### src/rtl/md_pkg.sv
// md_pkg: shared encodings for the multiply/divide issue path.
//   - md_op_e    : 4-bit op class carried by the D and E pipeline stages
//   - md_ctr_e   : 3-bit operation code presented to the multiply/divide unit
//   - md_state_e : issue controller FSM states
// The multiply/divide unit imports this package too, so both sides always
// agree on the md_ctr codes.
package md_pkg;

  typedef enum logic [3:0] {
    OP_NONE  = 4'd0,
    OP_MULT  = 4'd1,
    OP_MULTU = 4'd2,
    OP_DIV   = 4'd3,
    OP_DIVU  = 4'd4,
    OP_MTHI  = 4'd5,
    OP_MTLO  = 4'd6,
    OP_MFHI  = 4'd7,
    OP_MFLO  = 4'd8
  } md_op_e;

  typedef enum logic [2:0] {
    CTR_MULT  = 3'b000,
    CTR_MULTU = 3'b001,
    CTR_DIV   = 3'b010,
    CTR_DIVU  = 3'b011,
    CTR_MTHI  = 3'b100,
    CTR_MTLO  = 3'b101,
    CTR_IDLE  = 3'b111
  } md_ctr_e;

  typedef enum logic {
    ST_IDLE = 1'b0,
    ST_RUN  = 1'b1
  } md_state_e;

  // Raw codes 9..15 are not md instructions; fold them onto OP_NONE.
  function automatic md_op_e md_op_decode(input logic [3:0] raw);
    if (raw <= 4'd8) begin
      return md_op_e'(raw);
    end else begin
      return OP_NONE;
    end
  endfunction

  // MULT/MULTU/DIV/DIVU: operations that occupy the unit for LAT cycles.
  function automatic logic md_is_arith(input md_op_e op);
    return (op == OP_MULT) || (op == OP_MULTU) || (op == OP_DIV) || (op == OP_DIVU);
  endfunction

  // Any op that writes HI/LO (arith or MTHI/MTLO).
  function automatic logic md_is_writer(input md_op_e op);
    return md_is_arith(op) || (op == OP_MTHI) || (op == OP_MTLO);
  endfunction

  // Any op that touches HI/LO at all (writers plus MFHI/MFLO).
  function automatic logic md_is_md(input md_op_e op);
    return md_is_writer(op) || (op == OP_MFHI) || (op == OP_MFLO);
  endfunction

endpackage

### src/rtl/md_lat_counter.sv
// md_lat_counter: 4-bit latency down-counter for the md issue controller.
// Ports:
//   clk, reset      : clock, synchronous active-high reset
//   load_i          : load load_val_i (takes priority over dec_i)
//   load_val_i      : value loaded on load_i
//   dec_i           : decrement by one (saturates at zero)
//   zero_o          : counter currently holds zero
module md_lat_counter (
  input  logic       clk,
  input  logic       reset,
  input  logic       load_i,
  input  logic [3:0] load_val_i,
  input  logic       dec_i,
  output logic       zero_o
);

  logic [3:0] cnt_q;

  // Counter register: reset, load, or saturating decrement.
  always_ff @(posedge clk) begin
    if (reset) begin
      cnt_q <= 4'd0;
    end else if (load_i) begin
      cnt_q <= load_val_i;
    end else if (dec_i && (cnt_q != 4'd0)) begin
      cnt_q <= cnt_q - 4'd1;
    end else begin
      cnt_q <= cnt_q;
    end
  end

  assign zero_o = (cnt_q == 4'd0);

endmodule

### src/rtl/md_issue_ctrl.sv
// md_issue_ctrl: issues mult/div operations from the E stage to the
// multiply/divide unit, tracks the busy window and stalls D/F for HI/LO
// dependent instructions.
// Ports:
//   clk, reset   : clock, synchronous active-high reset
//   e_valid      : E-stage instruction valid
//   e_op         : md op class of the E-stage instruction
//   e_flush      : E-stage instruction killed this cycle
//   d_op         : md op class of the D-stage instruction
//   md_start     : start pulse to the md unit (same cycle as issue)
//   md_ctr       : operation code to the md unit (111 when idle)
//   stall_d      : hold D and F
//   md_busy      : operation in flight
//   md_done      : last busy cycle
//   proto_err    : sticky, md write op seen in E while busy
module md_issue_ctrl
  import md_pkg::*;
#(
  parameter int MULT_LAT = 5,
  parameter int DIV_LAT  = 10
) (
  input  logic       clk,
  input  logic       reset,
  input  logic       e_valid,
  input  logic [3:0] e_op,
  input  logic       e_flush,
  input  logic [3:0] d_op,
  output logic       md_start,
  output logic [2:0] md_ctr,
  output logic       stall_d,
  output logic       md_busy,
  output logic       md_done,
  output logic       proto_err
);

  localparam logic [3:0] MULT_LOAD = 4'(MULT_LAT - 1);
  localparam logic [3:0] DIV_LOAD  = 4'(DIV_LAT - 1);

  md_state_e state_q, state_d;
  md_op_e    e_cls_s, d_cls_s;
  logic      issue_s, hilo_wr_s, proto_s;
  logic      load_s, dec_s, zero_s;
  logic [3:0] load_val_s;
  logic [2:0] ctr_s;
  logic      start_s;
  logic      proto_err_q, proto_err_d;

  assign e_cls_s = md_op_decode(e_op);
  assign d_cls_s = md_op_decode(d_op);

  // Reset is folded in here so it wins over a same-cycle issue.
  assign issue_s   = !reset && e_valid && !e_flush && md_is_arith(e_cls_s) && (state_q == ST_IDLE);
  assign hilo_wr_s = !reset && e_valid && !e_flush &&
                     ((e_cls_s == OP_MTHI) || (e_cls_s == OP_MTLO)) && (state_q == ST_IDLE);
  assign proto_s   = !reset && e_valid && md_is_writer(e_cls_s) && (state_q == ST_RUN);

  assign load_val_s = ((e_cls_s == OP_MULT) || (e_cls_s == OP_MULTU)) ? MULT_LOAD : DIV_LOAD;

  md_lat_counter u_lat (
    .clk        (clk),
    .reset      (reset),
    .load_i     (load_s),
    .load_val_i (load_val_s),
    .dec_i      (dec_s),
    .zero_o     (zero_s)
  );

  // FSM state register.
  always_ff @(posedge clk) begin
    if (reset) begin
      state_q <= ST_IDLE;
    end else begin
      state_q <= state_d;
    end
  end

  // Next state, counter control and md unit command.
  always_comb begin
    state_d = state_q;
    load_s  = 1'b0;
    dec_s   = 1'b0;
    start_s = 1'b0;
    ctr_s   = CTR_IDLE;
    case (state_q)
      ST_IDLE: begin
        if (issue_s) begin
          start_s = 1'b1;
          ctr_s   = 3'(e_op - 4'd1);
          load_s  = 1'b1;
          state_d = ST_RUN;
        end else if (hilo_wr_s) begin
          ctr_s = (e_cls_s == OP_MTHI) ? CTR_MTHI : CTR_MTLO;
        end else begin
          ctr_s = CTR_IDLE;
        end
      end
      ST_RUN: begin
        // Flush does not affect an operation already running.
        dec_s = 1'b1;
        if (zero_s) begin
          state_d = ST_IDLE;
        end else begin
          state_d = ST_RUN;
        end
      end
      default: begin
        state_d = ST_IDLE;
      end
    endcase
  end

  // Sticky protocol error flag.
  always_ff @(posedge clk) begin
    if (reset) begin
      proto_err_q <= 1'b0;
    end else begin
      proto_err_q <= proto_err_d;
    end
  end

  assign proto_err_d = proto_err_q | proto_s;

  assign md_start  = start_s;
  assign md_ctr    = ctr_s;
  assign md_busy   = !reset && (state_q == ST_RUN);
  // A reset landing on the final cycle must not produce a done pulse.
  assign md_done   = md_busy && zero_s;
  // The done cycle releases D so the dependent op reaches E with the FSM idle.
  assign stall_d   = !reset && md_is_md(d_cls_s) && (issue_s || (md_busy && !md_done));
  assign proto_err = proto_err_q;

endmodule

### config.mk
export PLATFORM = sky130hd
export DESIGN_NAME = md_issue_ctrl
export DESIGN_NICKNAME = d
export VERILOG_FILES = /design/src/rtl/md_pkg.sv /design/src/rtl/md_lat_counter.sv /design/src/rtl/md_issue_ctrl.sv
export SDC_FILE = /design/constraint.sdc
export NUM_CORES = 1
export LEC_CHECK = 0
export CORE_AREA = 4 4 41 43
export DETAILED_ROUTE_END_ITERATION = 16
export DIE_AREA = 0 0 45 47
export PLACE_DENSITY = 0.78
export SLEW_MARGIN = 20
export SYNTH_ARGS = -nofsm -noshare
export SYNTH_HDL_FRONTEND = slang
export SYNTH_SLANG_ARGS = --single-unit
export TNS_END_PERCENT = 20
### constraint.sdc
create_clock -name clk -period 3 [get_ports clk]
set_input_delay 0.3 -clock clk [delete_from_list [all_inputs] [get_ports clk]]
set_output_delay 0.3 -clock clk [all_outputs]
set_load 0.1 [all_outputs]
==> metrics.md, run 1 <==
| Metric | Value |
|---|---|
| # setup viols final | 0 |
| Total track usage | ~14% |
| Post-route cell area | about 760 um^2 |
| Origin of the critical flop-to-flop path | state_q$_SDFF_PP0_ |
| FMAX | around 370 MHz |
| Die Y-Extent | 47 um |
| Die area | ~2100 um^2 |
| EDFF count, synth | 0 |
| Worst slew pin tran | 0.964 ns |
| Peak VDD IR | a little under 0.2 mV |
| Clk sinks | 6 |
| Final core utilization | 58.2% |
| Crit path kind | input pin to primary output |
| Port Buf Inserts | 19 |
| Post-Layout Cell Count | 92 |
| WL/cell | 13.5 um |
| Syn nets | 70 |
| Worst skew pair latency | between 0.2 and 0.3 ns |
| Multi-input logic area | approximately 310 um^2 |
| Postcts setup bufs | 0 |
| Initial antenna violation count | 0 |
| Metal1 wirelength | about 450 um |
| Resized cells post-CTS | 0 |
| Most frequent cells in the layout | clkdlybuf4s50_1, nand2_1, dfxtp_1, buf_12 |
| Hold_buf cts | 0 |
| Vias in the first global route | 496 |
| # H-tree levels | 1 |
| Synth Register Bits | 6 |
| Worst hold start | proto_err$_SDFF_PP0_ |
| Clk slew on worst S/H paths | roughly 0.050 ns |
| Starting Density | between 30% and 40% |
| DR top layer | met4 |
| R2r setup slk | 0.89 ns |
| Placement Cell Area | between 700 and 800 um^2 |
| Worst-case clock buffer depth | 2 |
| Crit path max fanout | 5 |
| Met3 WL | between 70 and 80 um |
| YS warnings | 0 |
| Crit path launch | reset |
| Fin crit period | about 2.7 ns |
| Pre-CTS setup slack | around 0.27 ns |
| Syn Inst Count | 55 |
| Row count | 13 |
| Cells on worst reg2reg path | 6 |
| PnR Total Power | between 0.2 and 0.25 mW |
| Hold WS | a little under 0.5 ns |
| Post-route DRC | 0 |
| DR iter-0 viols | 5 |
| Post-Route WL | 1250 um |
| Most common cell after layout, fill and taps aside | clkdlybuf4s50_1 |
| Min-Delay Path Class | register to register |
| Pwr Density | a little under 300 nW/um^2 |
| Total gr overflow | 0 |
| Crit path launch type | input pin |
| Detail Route met2 WL | 682 um |
| Synth unique cells | 32 |
| DPL Wire Length | around 1000 um |
| Number of routed nets with antenna violations | 0 |
| Antenna cells | 0 |
| Register area share after synthesis | approximately 25% |
| Fin. Hold Viols | 0 |
| CTS tree | built |
| Worst Setup End Kind | primary output |
| Leakage power | 0.316 nW |
| First-pass iteration count of the detailed router | 3 |
| Final #Nets | 94 |
| Relative slew slack | a little over a third |
| First-pass GRT wire length | approximately 2100 um |
| Max-slew violations | 0 |
| Vias | 500 |
| P&R area growth vs syn | 56.7% |
| I/O pin count | 20 |
| CP Capture Point | stall_d |
| Clk root buf | clkbuf_4 |
| Placer Congestion | roughly 0.74 |
| Critical Path AT | between 2 and 2.5 ns |
| Cell Area, Synth | 483 um^2 |
| Max-cap viol count | 0 |
| Fillers | 126 |
| Die Width | 45 um |
| Final setup margin | between 0.2 and 0.3 ns |
| Core ar. | 1300 um^2 |
| Cts bufs inserted | 3 |
| RSZ-0062 raised after global routing | no |
| Drt via density | 5.43 |
| Register area | ~120 um^2 |
| Synth async-reset ratio | 0% |
| Largest net degree at the start of global routing | 9 |
| Total negative slack | 0 ns |
| Synth Flop Type | dfxtp_1 |
| Ratio of cells with drive above 1 in the final layout | a little over a quarter |
| Fin crit share | 91.0% |
| Clk_skew | between 0.006 and 0.007 ns |
| Dpl cells | between 80 and 90 |
| Syn Area/Cell | ~9 um^2 |
| Worst Path Required | between 2 and 3 ns |
| Worst r2r dst | u_lat.cnt_q[2]$_SDFFE_PP0P_ |
| Status | finished clean |
-- Yosys cell counts (2+ instances only) --
| master | count | area share [%] |
|---|---|---|
| dfxtp_1 | 6 | 25 |
| nand2_1 | 6 | 4.7 |
| inv_1 | 4 | 3.1 |
| nor3_1 | 4 | 4.1 |
| ha_1 | 3 | 7.8 |
| xnor2_1 | 3 | 5.4 |
| a21oi_1 | 2 | 2.1 |
| buf_6 | 2 | 4.7 |
| nor2_1 | 2 | 1.6 |
-- where the power goes --
group / leakage [nW] / switching, mW / internal [mW] / total, mW
Clock: 0.0138 / 0.0305 / 0.0454 / 0.0759
Sequential: 0.0485 / 0.00171 / 0.0819 / 0.0836
Combinational: 0.253 / 0.0324 / 0.0301 / 0.0625
Total: 0.316 / 0.0647 / 0.157 / 0.222
-- worst min-delay path by stage --
stage / cells after the start / endpoint / slack (ns)
5_1_grt: 2 / proto_err$_SDFF_PP0_ / 0.52
4_1_cts: 2 / proto_err$_SDFF_PP0_ / 0.49
3_3_place_gp: 2 / proto_err$_SDFF_PP0_ / 0.46
6_report: 2 / proto_err$_SDFF_PP0_ / 0.49
3_5_place_dp: 2 / proto_err$_SDFF_PP0_ / 0.47
2_1_floorplan: 2 / u_lat.cnt_q[0]$_SDFFE_PP0P_ / 0.44
-- critical path: stages --
cell	delay (ns)
clkdlybuf4s50_1	0.42
or4b_4	0.55
or4b_1	0.62
a211oi_2	0.32
buf_12	0.22
-- flip-flops by register name (all words and copies together), names as in the netlist --
signal and cells:
proto_err 1, u_lat.cnt_q 4, state_q 1
-- cell type report --
cell class,count,share of cell area [%]
sequential,6,15.9
clock buffer,3,2.98
timing repair buffer,21,33.1
multi-input combinational,42,41.5
tap,15,2.48
inverter,5,4.13
-- layer usage --
| metal | vias to the layer above | global-route usage [%] |
|---|---|---|
| met3 | 4 | 4.60 |
| met1 | 235 | 12.6 |
| met5 | - | 0 |
| li1 | 246 | - |
| met4 | 0 | 8.77 |
| met2 | 15 | 26.8 |
-- cell families (layout without fill, tap and decap cells) --
family                   count (synthesis)  count (layout)  share of synthesized area [%]
AO/OA/AOI/OAI                           10              10                           16.3
XOR/XNOR                                 4               4                           7.26
adder cells (fa/ha/maj)                  3               3                           7.77
buffers and inverters                    7              29                           11.1
flip-flops                               6               6                           24.9
multiplexers                             1               1                           2.33
AND/OR/NAND/NOR                         24              24                           30.3
No activity file was read; power rests on OpenSTA's default activity.
==> run 2: changes to the inputs <==
--- a/config.mk
+++ b/config.mk
@@ -5,9 +5,10 @@
 export SDC_FILE = /design/constraint.sdc
 export NUM_CORES = 1
 export LEC_CHECK = 0
-export CORE_AREA = 4 4 41 43
+export CAP_MARGIN = 15
+export CORE_AREA = 2 2 39 41
 export DETAILED_ROUTE_END_ITERATION = 16
-export DIE_AREA = 0 0 45 47
+export DIE_AREA = 0 0 41 43
 export PLACE_DENSITY = 0.78
 export SLEW_MARGIN = 20
 export SYNTH_ARGS = -nofsm -noshare
==> metrics.md, run 2 (same netlist as run 1, synthesis figures left out) <==
| Metric | Value |
|---|---|
| Status | finished clean |
| Final #Nets | 94 |
| P&R area growth vs syn | 57.0% |
| # setup viols final | 0 |
| WL/cell | ~12 um |
| Die Width | between 40 and 50 um |
| Ratio of cells with drive above 1 in the final layout | a little over a quarter |
| Placer Congestion | between 0.7 and 0.8 |
| Worst skew pair latency | 0.25 ns |
| Fin crit share | roughly nine tenths |
| Worst Setup End Kind | primary output |
| Resized cells post-CTS | 0 |
| Crit-path cells | clkdlybuf4s50_1, or4b_4, or4b_1, buf_4, clkinv_8, nand2_1, buf_12 |
| CP max stage delay | a little under 0.6 ns |
| Fin. Hold Viols | 0 |
| Cells on worst reg2reg path | 6 |
| DR iter-0 viols | 2 |
| Clk sinks | 6 |
| Postcts setup bufs | 0 |
| Total track usage | 16.4% |
| Max-slew violations | 0 |
| Leakage power | between 0.3 and 0.4 nW |
| R2r setup slk | around 0.93 ns |
| Vias in the first global route | 467 |
| I/O pin count | 20 |
| First-pass iteration count of the detailed router | 2 |
| First-pass GRT wire length | between 1500 and 2000 um |
| Origin of the critical flop-to-flop path | state_q$_SDFF_PP0_ |
| Clk root buf | clkbuf_4 |
| Hold Path End | proto_err$_SDFF_PP0_ |
| Max-cap viol count | 0 |
| Post-route DRC | 0 |
| Most common cell after layout, fill and taps aside | clkdlybuf4s50_1 |
| Antenna cells | 0 |
| Metal1 wirelength | 400 um |
| Port Buf Inserts | 19 |
| Most frequent cells in the layout | clkdlybuf4s50_1, nand2_1, dfxtp_1, buf_12 |
| Clk_skew | about 0.0026 ns |
| Core ar. | ~1400 um^2 |
| Clk slew on worst S/H paths | about 0.050 ns |
| Hold WS | ~0.48 ns |
| Die Y-Extent | around 43 um |
| Starting Density | a little over a third |
| Cts bufs inserted | 3 |
| Slowest CP cell | or4b_1 |
| Number of routed nets with antenna violations | 0 |
| Worst r2r dst | u_lat.cnt_q[2]$_SDFFE_PP0P_ |
| # H-tree levels | 1 |
| Row count | 14 |
| Fin crit period | approximately 2.7 ns |
| Crit path launch type | input pin |
| Min-Delay Path Class | register to register |
| Worst slew pin tran | between 0.9 and 1 ns |
| Detail Route met2 WL | ~600 um |
| Reg with most FFs | u_lat.cnt_q |
| Crit path max fanout | 5 |
| DPL Wire Length | 902 um |
| Post-Route WL | roughly 1100 um |
| Peak VDD IR | approximately 0.15 mV |
| Worst hold stages | 2 |
| Drt via density | between 5 and 6 |
| Dpl cells | 90 |
| Total gr overflow | 0 |
| Register area | around 120 um^2 |
| Worst-case clock buffer depth | 2 |
| Pre-CTS setup slack | roughly 0.33 ns |
| Worst Path Required | between 2 and 3 ns |
| Vias | between 400 and 500 |
| FMAX | between 300 and 400 MHz |
| PnR Total Power | 0.224 mW |
| Worst hold start | proto_err$_SDFF_PP0_ |
| Largest net degree at the start of global routing | 9 |
| Max reg flops | 4 |
| Initial antenna violation count | 0 |
| Pwr Density | ~300 nW/um^2 |
| Multi-input logic area | 314 um^2 |
| Die area | between 1500 and 2000 um^2 |
| Met3 WL | roughly 45 um |
| Fillers | ~120 |
| DR top layer | met4 |
| CTS tree | built |
| RSZ-0062 raised after global routing | no |
| Crit path kind | input pin to primary output |
| Final setup margin | about 0.34 ns |
| Hold_buf cts | 0 |
| Relative slew slack | 35.2% |
| Post-Layout Cell Count | a little over 90 |
| Critical Path AT | between 2 and 2.5 ns |
-- run 2: cell counts in the layout (fill, tap and decap cells not counted) --
No cell type changed its count.
-- run 2: worst max-delay path by stage --
stage | start | end | cells after the start
2_1_floorplan | reset | md_ctr[1] | 5
3_3_place_gp | reset | stall_d | 5
3_5_place_dp | reset | stall_d | 5
4_1_cts | reset | stall_d | 5
5_1_grt | reset | md_ctr[2] | 7
6_report | reset | md_ctr[2] | 7
-- run 2: area by class of cell --
| type | count | area share, % |
|---|---|---|
| timing repair buffer | 21 | 33.0 |
| sequential | 6 | 15.8 |
| clock buffer | 3 | 2.97 |
| inverter | 5 | 4.13 |
| multi-input combinational | 42 | 41.4 |
| tap | 16 | 2.64 |
-- run 2: routing by layer --
layer  GRT usage, %  up-vias
li1               -      244
met1           16.0      215
met2           28.1       11
met3           6.28        4
met4           8.00        0
met5              0        -
-- run 2: per-stage QoR --
stage / util, % / cell area [um^2] / TNS (ns)
global placement: 53.2 / 736 / 0
finish: 54.8 / 758 / 0
CTS: 54.8 / 758 / 0
global route: 54.8 / 758 / 0
floorplan: - / 488 / -0.480
detailed placement: 53.2 / 736 / 0
-- run 2: power breakdown --
part	internal [mW]	total [mW]	switching, mW
Sequential	0.0819	0.0836	0.00174
Clock	0.0455	0.0790	0.0335
Combinational	0.0300	0.0612	0.0311
Total	0.157	0.224	0.0663
-- run 2: critical path: cells and delay by family --
| kind | cells | cell delay [ns] |
|---|---|---|
| buffers and inverters | 4 | 0.85 |
| AND/OR/NAND/NOR | 3 | 1.21 |
==> run 3: changes to the inputs <==
--- a/config.mk
+++ b/config.mk
@@ -14,4 +14,3 @@
 export SYNTH_ARGS = -nofsm -noshare
 export SYNTH_HDL_FRONTEND = slang
 export SYNTH_SLANG_ARGS = --single-unit
-export TNS_END_PERCENT = 20
==> metrics.md, run 3 (same netlist as run 1, synthesis figures left out) <==
| Metric | Value |
|---|---|
| Grt met1 use | 21.9% |
| Clk slew on worst S/H paths | roughly 0.040 ns |
| Ratio of cells with drive above 1 in the final layout | 28.6% |
| Placer Congestion | 0.832 |
| # H-tree levels | 1 |
| Max reg flops | 4 |
| P&R area growth vs syn | 59.3% |
| Port Buf Inserts | 19 |
| Total gr overflow | 0 |
| Most frequent cells in the layout | clkdlybuf4s50_1, nand2_1, dfxtp_1, buf_12 |
| Most common cell after layout, fill and taps aside | clkdlybuf4s50_1 |
| Clk sinks | 6 |
| DPL Wire Length | about 970 um |
| Starting Density | between 30% and 40% |
| Crit-path cells | clkdlybuf4s50_1, or4b_4, or4b_1, buf_4, clkinv_8, nand2_1, buf_12 |
| Grt peak-use layer | met2 |
| Crit path launch | reset |
| Total negative slack | 0 ns |
| Critical Path AT | about 2.4 ns |
| Resized cells post-CTS | 0 |
| Postcts setup bufs | 0 |
| Number of routed nets with antenna violations | 0 |
| Worst hold start | proto_err$_SDFF_PP0_ |
| Dpl cells | 90 |
| Status | finished clean |
| # setup viols final | 0 |
| Final #Nets | 94 |
| Post-Route WL | 1190 um |
| Max-slew violations | 0 |
| Crit path kind | input pin to primary output |
| Peak VDD IR | between 0.15 and 0.2 mV |
| Leakage power | 0.316 nW |
| Clk_skew | approximately 0.0043 ns |
| Cts bufs inserted | 3 |
| First-pass iteration count of the detailed router | 4 |
| M2 GR Usage | about a quarter |
| CP delay by family, top | simple AND/OR/NAND/NOR gates |
| DR iter-0 viols | 17 |
| Min-Delay Path Class | register to register |
| Max-cap viol count | 0 |
| Die Width | a little over 40 um |
| I/O pin count | 20 |
| Crit path launch type | input pin |
| Core ar. | between 1000 and 1500 um^2 |
| RSZ-0062 raised after global routing | no |
| CTS tree | built |
| Largest net degree at the start of global routing | 9 |
| Die Y-Extent | 43 um |
| Drt via density | ~5.2 |
| Vias in the first global route | just under 500 |
| WP buf/inv | 4 |
| Crit path max fanout | 5 |
| Vias | approximately 480 |
| Fillers | 125 |
| Pre-CTS setup slack | approximately 0.28 ns |
| CP max stage delay | between 0.6 and 0.7 ns |
| Reg with most FFs | u_lat.cnt_q |
| Post-route DRC | 0 |
| Worst slew pin tran | ~0.96 ns |
| Worst-case clock buffer depth | 2 |
| Final setup margin | between 0.2 and 0.3 ns |
| Clk root buf | clkbuf_4 |
| Origin of the critical flop-to-flop path | state_q$_SDFF_PP0_ |
| Hold_buf cts | 0 |
| Die area | 1760 um^2 |
| First-pass GRT wire length | approximately 2100 um |
| Total track usage | between 10% and 20% |
| Relative slew slack | a little over a third |
| Slowest CP cell | or4b_1 |
| FMAX | 367 MHz |
| Fin crit share | between 90% and 100% |
| Row count | 14 |
| Worst Setup End Kind | primary output |
| WL/cell | approximately 13 um |
| Antenna cells | 0 |
| Worst Path Required | ~2.7 ns |
| Fin. Hold Viols | 0 |
| GRT met3 Usage | 3.66% |
| Worst skew pair latency | ~0.26 ns |
| Initial antenna violation count | 0 |
| Post-Layout Cell Count | a little over 90 |
| Final core utilization | between 50% and 60% |
| Pwr Density | ~290 nW/um^2 |
| Fin crit period | 2.73 ns |
==> run 3: cell counts in the layout (fill, tap and decap cells not counted) <==
No cell type changed its count.
==> run 3: report_power, final <==
part	leakage (nW)	internal [mW]	switching, mW
clock	0.0138	0.0454	0.0324
combinational	0.254	0.0306	0.0331
sequential	0.0485	0.0820	0.00173
total	0.316	0.158	0.0673
==> run 3: final timing paths <==
| kind | to | slack, ns | depth (start not counted) |
|---|---|---|---|
| worst max register to register | u_lat.cnt_q[2]$_SDFFE_PP0P_ | 0.89 | 6 |
| worst min-delay path | proto_err$_SDFF_PP0_ | 0.47 | 2 |
| worst max-delay path | md_ctr[2] | 0.27 | 7 |
| worst min register to register | proto_err$_SDFF_PP0_ | 0.47 | 2 |
==> run 3: routing by layer <==
metal | wire length (um) | vias up | share of wire [%]
met5 | 0 | - | 0
met1 | 503 | 224 | 42
met4 | 48 | 0 | 4.0
li1 | - | 239 | -
met2 | 590 | 15 | 50
met3 | 44 | 5 | 3.7
==> run 3: layout make-up <==
class	instances	area, um^2	share of cell area [%]
clock buffer	3	22.5	2.93
sequential	6	120	15.6
timing repair buffer	21	250	32.5
multi-input combinational	42	325	42.3
inverter	5	31.3	4.07
tap	16	20.0	2.60
==> run 3: worst register-to-register path: cells and delay by family, from the launching register on <==
kind	cells	cell delay, ns
flip-flops	1	0.36
buffers and inverters	2	0.28
AO/OA/AOI/OAI	1	0.07
AND/OR/NAND/NOR	3	1.30
==> run 3: stage by stage <==
step	power [mW]	hold WS (ns)	cell area, um^2
floorplan	0.121	0.438	499
global placement	0.148	0.459	747
detailed placement	0.149	0.466	747
CTS	0.228	0.476	769
global route	0.235	0.501	769
finish	0.225	0.475	769
